### src/rtl/store_buffer.sv
// store_buffer: in-order posted-write FIFO draining to a req/ack memory bus, with load forwarding/conflict lookup (SB_FORWARD_EN enables forwarding)
module store_buffer #(
    parameter int DEPTH  = 4,
    parameter int ADDR_W = 32,
    parameter int DATA_W = 32
) (
    input  logic                       clk,
    input  logic                       reset,
    input  logic                       st_valid,
    input  logic [ADDR_W-1:0]          st_addr,
    input  logic [DATA_W-1:0]          st_data,
    input  logic [DATA_W/8-1:0]        st_be,
    output logic                       st_ready,
    input  logic                       ld_valid,
    input  logic [ADDR_W-1:0]          ld_addr,
    output logic                       ld_hit,
    output logic [DATA_W-1:0]          ld_data,
    output logic                       ld_conflict,
    output logic                       mem_req,
    output logic [ADDR_W-1:0]          mem_addr,
    output logic [DATA_W-1:0]          mem_wdata,
    output logic [DATA_W/8-1:0]        mem_be,
    input  logic                       mem_ack,
    output logic                       empty,
    output logic [$clog2(DEPTH):0]     count
);
    localparam int PW = $clog2(DEPTH);
    localparam int CW = PW + 1;
    localparam int WA = ADDR_W - 2;
    localparam int BW = DATA_W / 8;

    typedef enum logic {IDLE, BUSY} state_t;

    state_t            state_q, state_d;
    logic [WA-1:0]     addr_q [DEPTH];
    logic [DATA_W-1:0] data_q [DEPTH];
    logic [BW-1:0]     be_q   [DEPTH];
    logic [PW-1:0]     head_q, head_d, tail_q, tail_d, idx;
    logic [CW-1:0]     count_q, count_d;
    logic              push, pop, unused_lsbs;

    assign st_ready    = count_q != CW'(DEPTH);
    assign push        = st_valid && st_ready;
    assign pop         = state_q == BUSY && mem_ack;
    assign empty       = count_q == '0;
    assign count       = count_q;
    assign mem_req     = state_q == BUSY;
    assign mem_addr    = mem_req ? {addr_q[head_q], 2'b00} : '0;
    assign mem_wdata   = mem_req ? data_q[head_q] : '0;
    assign mem_be      = mem_req ? be_q[head_q] : '0;
    assign unused_lsbs = ^{st_addr[1:0], ld_addr[1:0]};

    // Pointer/occupancy arithmetic and drain FSM: leave BUSY only when the last entry pops.
    always_comb begin
        head_d  = pop ? head_q + PW'(1) : head_q;
        tail_d  = push ? tail_q + PW'(1) : tail_q;
        count_d = count_q + CW'(push) - CW'(pop);
        state_d = state_q == IDLE ? (count_q != '0 ? BUSY : IDLE) : (count_d != '0 ? BUSY : IDLE);
    end

    // Scan oldest to newest so the newest word match decides the outcome.
    always_comb begin
        ld_hit      = 1'b0;
        ld_conflict = 1'b0;
        ld_data     = '0;
        idx         = head_q;
        for (int i = 0; i < DEPTH; i++) begin
            idx = head_q + PW'(i);
            if (ld_valid && CW'(i) < count_q && addr_q[idx] == ld_addr[ADDR_W-1:2]) begin
`ifdef SB_FORWARD_EN
                ld_hit      = &be_q[idx];
                ld_conflict = ~&be_q[idx];
                ld_data     = &be_q[idx] ? data_q[idx] : '0;
`else
                ld_conflict = 1'b1;
`endif
            end
        end
    end

    // Control state; reset abandons any transfer and discards every entry.
    always_ff @(posedge clk or negedge reset) begin
        if (!reset) begin
            state_q <= IDLE;
            head_q  <= '0;
            tail_q  <= '0;
            count_q <= '0;
        end else begin
            state_q <= state_d;
            head_q  <= head_d;
            tail_q  <= tail_d;
            count_q <= count_d;
        end
    end

    // Entry payload needs no reset: count gates every read of it.
    always_ff @(posedge clk) begin
        if (push) begin
            addr_q[tail_q] <= st_addr[ADDR_W-1:2];
            data_q[tail_q] <= st_data;
            be_q[tail_q]   <= st_be;
        end
    end
endmodule

### config.mk
export PLATFORM = sky130hd
export DESIGN_NAME = store_buffer
export DESIGN_NICKNAME = d
export VERILOG_FILES = /design/src/rtl/store_buffer.sv
export SDC_FILE = /design/constraint.sdc
export NUM_CORES = 1
export LEC_CHECK = 0
export CORE_MARGIN = 5
export CORE_UTILIZATION = 40
export DETAILED_ROUTE_END_ITERATION = 8
export RECOVER_POWER = 50
export REMOVE_ABC_BUFFERS = 1
export SYNTH_ARGS = -nofsm -noshare
export SYNTH_HDL_FRONTEND = slang
export SYNTH_SLANG_ARGS = --single-unit
export TNS_END_PERCENT = 5
### constraint.sdc
create_clock -name clk -period 3.15 [get_ports clk]
set_input_delay 0.63 -clock clk [delete_from_list [all_inputs] [get_ports clk]]
set_output_delay 0.63 -clock clk [all_outputs]
set_load 0.05 [all_outputs]
; ---- Yosys cells after proc, flatten, opt, wreduce, memory -nomap -nowiden
; Memory sizes are Yosys's and may differ from the RTL's.
; Index checks and enable logic that the tools add are counted.
[word_totals]
reg_bits = 8
ram_bits = 264
output_inout_bits = 108
wordCells = 47
n_memories = 3
[memory_table]
columns = name, depth, word_bits, rd, rd_clocked_by_memory_dff, write_ports, line_no
row1 = data_q, 4, 32, 1, 0, 1, 36  ; logic [DATA_W-1:0] data_q [DEPTH];
row2 = addr_q, 4, 30, 4, 0, 1, 35  ; logic [WA-1:0] addr_q [DEPTH];
row3 = be_q, 4, 4, 1, 0, 1, 37  ; logic [BW-1:0] be_q [DEPTH];
[op_classes]
add_sub_neg = 6
n_lt_le_gt_ge = 4
eq_ne = 5
n_mux = 12
n_reduce_logical = 13
[op_table]
columns = cell, count
row1 = 30-bit == test, 4
row2 = 32-bit two-way mux, 2
row3 = 1-bit logical AND, 10
row4 = 1-bit two-way mux, 9
row5 = "1-bit by 3-bit < comparator with 1-bit output, first input constant", 2
row6 = "2-bit by 3-bit < comparator with 1-bit output, first input constant", 2
row7 = 3-bit nonzero test, 2
row8 = "2-bit by 1-bit adder with 2-bit output, second input constant", 2
row9 = "2-bit adder, second input constant", 2
row10 = 4-bit two-way mux, 1
row11 = 3-bit by 1-bit adder with 3-bit output, 1
row12 = 3-bit logical NOT, 1
row13 = "3-bit != test, second input constant", 1
row14 = 3-bit by 1-bit subtractor with 3-bit output, 1

; ---- Logic depth before layout (Yosys ltp)
[logic_depth]
depth_word = 7
mapped_depth = 11
ltp_nobuf = 11

; ---- Worst setup path after synthesis
; OpenSTA, ideal clock, no wires.
[synth_timing]
kind = reg-to-reg
start = register count_q[0], in the netlist count[0]
end = memory addr_q[0][0] (netlist name) (enable)
arrival_ns = 2.893
slack_ns = -0.175
stages_incl_launch_ff = 3
path_buffers = 0
period_less_slack_ns = 3.325
path_cell_list = dfrtp_1 or3_1 and3_1
[synth_between]
elab_chain_cells = 4
[synth_rtl]
columns = element, line_no
row1 = "start, declared", 39  ; logic [CW-1:0] count_q, count_d;
row2 = "start signal, assigned", 92  ; count_q <= count_d;
row3 = 3-bit != test, 42  ; assign st_ready = count_q != CW'(DEPTH);
row4 = via st_ready, 13  ; output logic st_ready,
row5 = 1-bit logical AND, 43  ; assign push = st_valid && st_ready;
row6 = 1-bit two-way mux, 98  ; if (push) begin
row7 = 1-bit two-way mux (implied by the code), 99  ; addr_q[tail_q] <= st_addr[ADDR_W-1:2];
row8 = "end, declared", 35
; The timed path passes the listed nets, and every way through them passes these cells.

; ---- Final worst setup path
[layout_timing]
start = register head_q[0]
end = output port ld_conflict
[layout_between]
elab_chain_cells = 7
elab_cells_between_ends = 16
classes_between = add/sub (3) / eq/ne (4) / mux (4) / reduce/logical (4) / memory (1)
[layout_rtl]
columns = element, line_no
row1 = "start, declared", 38  ; logic [PW-1:0] head_q, head_d, tail_q, tail_d, idx;
row2 = "start signal, assigned", 85  ; head_q <= '0;
row3 = "start signal, assigned", 90  ; head_q <= head_d;
row4 = 2-bit by 1-bit adder with 2-bit output / memory read 4 x 30 bit (equally long branches), -
row5 = memory read 4 x 30 bit (*), -
row6 = 30-bit == test / 1-bit logical AND (equally long branches), 69  ; if (ld_valid && CW'(i) < count_q && addr_q[idx] == ld_addr[ADDR_W-1:2]) begin
row7 = 1-bit logical AND / 1-bit two-way mux (equally long branches), 69
row8 = 1-bit two-way mux (2 in a row), 69
row9 = 1-bit two-way mux (*), 69
row10 = "end, declared", 18  ; output logic ld_conflict,
; Mark *: on every way between the ends. The rest lies on a longest branch, timed or not.

==> results.yml <==
setup_path:
  slowest_stage: "mux4_1"
  critPathMaxFanout: 6
  worst_setup_path_end_kind: "output port"
  critical_path_class: "register to output port"
  start_kind: "register"
  arrival_ns: 3.19
  cp_num_buf_inv: 3
  cp_common_cell: "buf_12"
  crit_family: "simple AND/OR/NAND/NOR gates"
  crit_chain: "buf_12, buf_12, mux4_1, xor2_1, nor4_1, nand4_1, nor3_1, o2111ai_1, nand4_1, buf_12"
  crit_required_ns: 2.52
  cpPeakStageDelay_ns: 0.62
hold_path:
  holdCritPathClass: "primary input to async pin"
finish:
  syn_to_final_growth_pct: 32.5
  drive_gt1_share_pct: 34.6
  fin_nets: 1326
  final_area_mm2: 0.0190
  fill_cells: 2946
  fin_util_pct: 53.5
  finalNonFillerCells: 1698
routing:
  drcViolationCount: 0
  top_layer: "met5"
  met1_length_um: 15600
  drt_iter0_drc: 447
  met3WireLength_um: 2800
  wl_per_cell_um: 21.8
  firstDrtPassIters: 5
  dr_wl_met2_um: 17700
  wl_um: 37000
  vias_per_cell: 5.18
  ant_nets: 0
  vias: 8799
cts:
  clk_latency_ns: 0.56
  cts_made_buffers: 31
  cts_hold_buf: 0
  cts_root_buf: "clkbuf_16"
  path_clk_slew_ns: 0.07
  cts_buffer_depth: 3
  ctsHtreeMaxLevel: 1
  cts_tree: "done"
  numClockSinks: 272
floorplanning:
  io_pins: 213
  die_y_um: 199
  dieWidth_um: 199
  dieArea_mm2: 0.0396
  start_util_pct: 40.4
  num_rows: 69
  core-area_mm2: 0.0354
power_and_ir_drop:
  ir_drop_mv: 0.901
  leakagePower_uw: 0.00695
  power.density_mw_per_mm2: 1100
  design_power_total_uw: 20800
placed_design:
  dp_hpwl_um: 26700
  io_buffers: 173
  placed_area_mm2: 0.0175
  place_congestion: 0.915
  place_inst: 1631
logic_synthesis:
  synth_cell_type_count: 46
  async_flop_share_pct: 2.94
  synth_edf_count: 264
  syn-mean-instance-area_um2: 16.1
  synth_seq_area_share_pct: 56.8
  ys_seq_elements: 272
  ys.flop_type: "edfxtp_1"
  netlist_area_mm2: 0.0143
  synth_warnings: 0
  post_synth_inst_count: 891
sta:
  fin_ws_ns: -0.666
  worst_slew_pin_slew_ns: 1.45
  slew-limit-headroom_pct: 3.55
  hold_violations: 0
  min_period_ns: 3.82
  finalCritPeriodShare_pct: 121
  slew_viol_final: 0
  fmax_mhz: 262
  tns_ns: -0.666
  rsz0062_at_grt: "true"
  skew_ns: 0.0179
  finalSetupViolCount: 1
status:
  violations: "setup timing"
  status: "finished, violations left"
global_route:
  first_global_vias: 9234
  grt_max_degree: 67
  global_route.usage.total_pct: 18.4
  antenna_found_initial: 10
  grt_overflow: 0
  grt_pass1_wl_um: 55600
run:
  max_cap_violations: 0
sequential cells by signal, indices dropped and copies added, names as in the netlist:
name     flops
addr_q     120
be_q        16
count        3
data_q     128
head_q       2
mem_req      1
tail_q       2
power by group:
group / switching [µW] / internal (µW)
Sequential: 334 / 4800
Combinational: 6610 / 5560
Clock: 1400 / 2120
cells in the mapped netlist (10+ instances only):
cell      number  area (µm²)
xor2_1        35         307
clkbuf_1      18        67.6
mux4_1        11         289
xnor2_1       78         683
nor4_1        10        62.6
inv_1         10        37.5
mux4_2        76        1710
and2_1        66         413
edfxtp_1     264        7930
buf_4         51         383
nand4_1       23         144
buf_6         10         113
mux2_2        16         180
mux2i_1      105        1050
placed cells by master (no fill, tap or decap), types with 6 or more instances in the layout:
cell type        instances
edfxtp_1               264
buf_4                  189
mux2i_1                 90
mux4_2                  78
xnor2_1                 70
dlygate4sd3_1           67
and2_1                  61
clkdlybuf4s50_1         39
conb_1                  35
xor2_1                  34
clkbuf_16               31
buf_12                  26
nand4_1                 23
buf_6                   23
mux2_2                  16
mux2i_2                 11
inv_1                   10
nand2_1                  9
mux4_1                   9
xnor2_2                  8
ha_1                     8
clkinv_1                 8
o22ai_1                  7
nor2_1                   6
a21oi_1                  6
nor4_1                   6
o21ai_0                  6
layout make-up:
type	count	area (µm²)	share of cell area [%]
clock buffer	35	791	4.17
clock inverter	20	210	1.11
sequential	272	8140	42.9
antenna	3	7.51	0.0396
multi-input combinational	546	5830	30.8
timing repair buffer	350	3350	17.7
inverter	11	48.8	0.257
tap	461	577	3.04
path summary, 6_finish.rpt:
| check | endpoint | cells past startpoint | from | slack (ns) |
|---|---|---|---|---|
| max | ld_conflict | 10 | head_q[0] | -0.67 |
| min | head_q[0] | 1 | reset | 0.43 |
| max reg2reg | mem_req | 9 | count[0] | 0.48 |
| min reg2reg | tail_q[0] | 2 | tail_q[0] | 0.63 |
| max in group asynchronous | head_q[1] | 1 | reset | 2.40 |
| min in group clk | tail_q[0] | 2 | tail_q[0] | 0.63 |
routing by layer:
layer	GRT usage, %	vias up
met5	0	-
met4	3.75	12
met3	4.33	66
met2	30.6	259
met1	25.1	4387
li1	-	4075
logic make-up after synthesis:
family                     after synthesis  share of synthesized area (%)
adders and majority gates                9                          0.840
DFF                                    272                           56.8
other                                    1                         0.0262
muxes                                  208                           22.6
and+or+nand+nor                        134                           5.49
xor gates and xnor gates               113                           6.92
AOI/OAI and AO/OA                       47                           2.41
buffers and inverters                  107                           4.88
per-stage QoR:
stage / setup slack [ns] / hold slack (ns)
6_report: -0.666 / 0.432
5_1_grt: -0.765 / 0.457
2_1_floorplan: -3.98 / 0.334
4_1_cts: -0.660 / 0.360
3_5_place_dp: -0.185 / 0.630
3_3_place_gp: -0.186 / 0.614
repair_timing:
action,in CTS,in global routing
cloned,1,0
pin swaps,7,13
setup endpoints to repair,34,39
buffers inserted,5,3
gates resized for setup,29,56
Power figures use the tool's default switching activity.
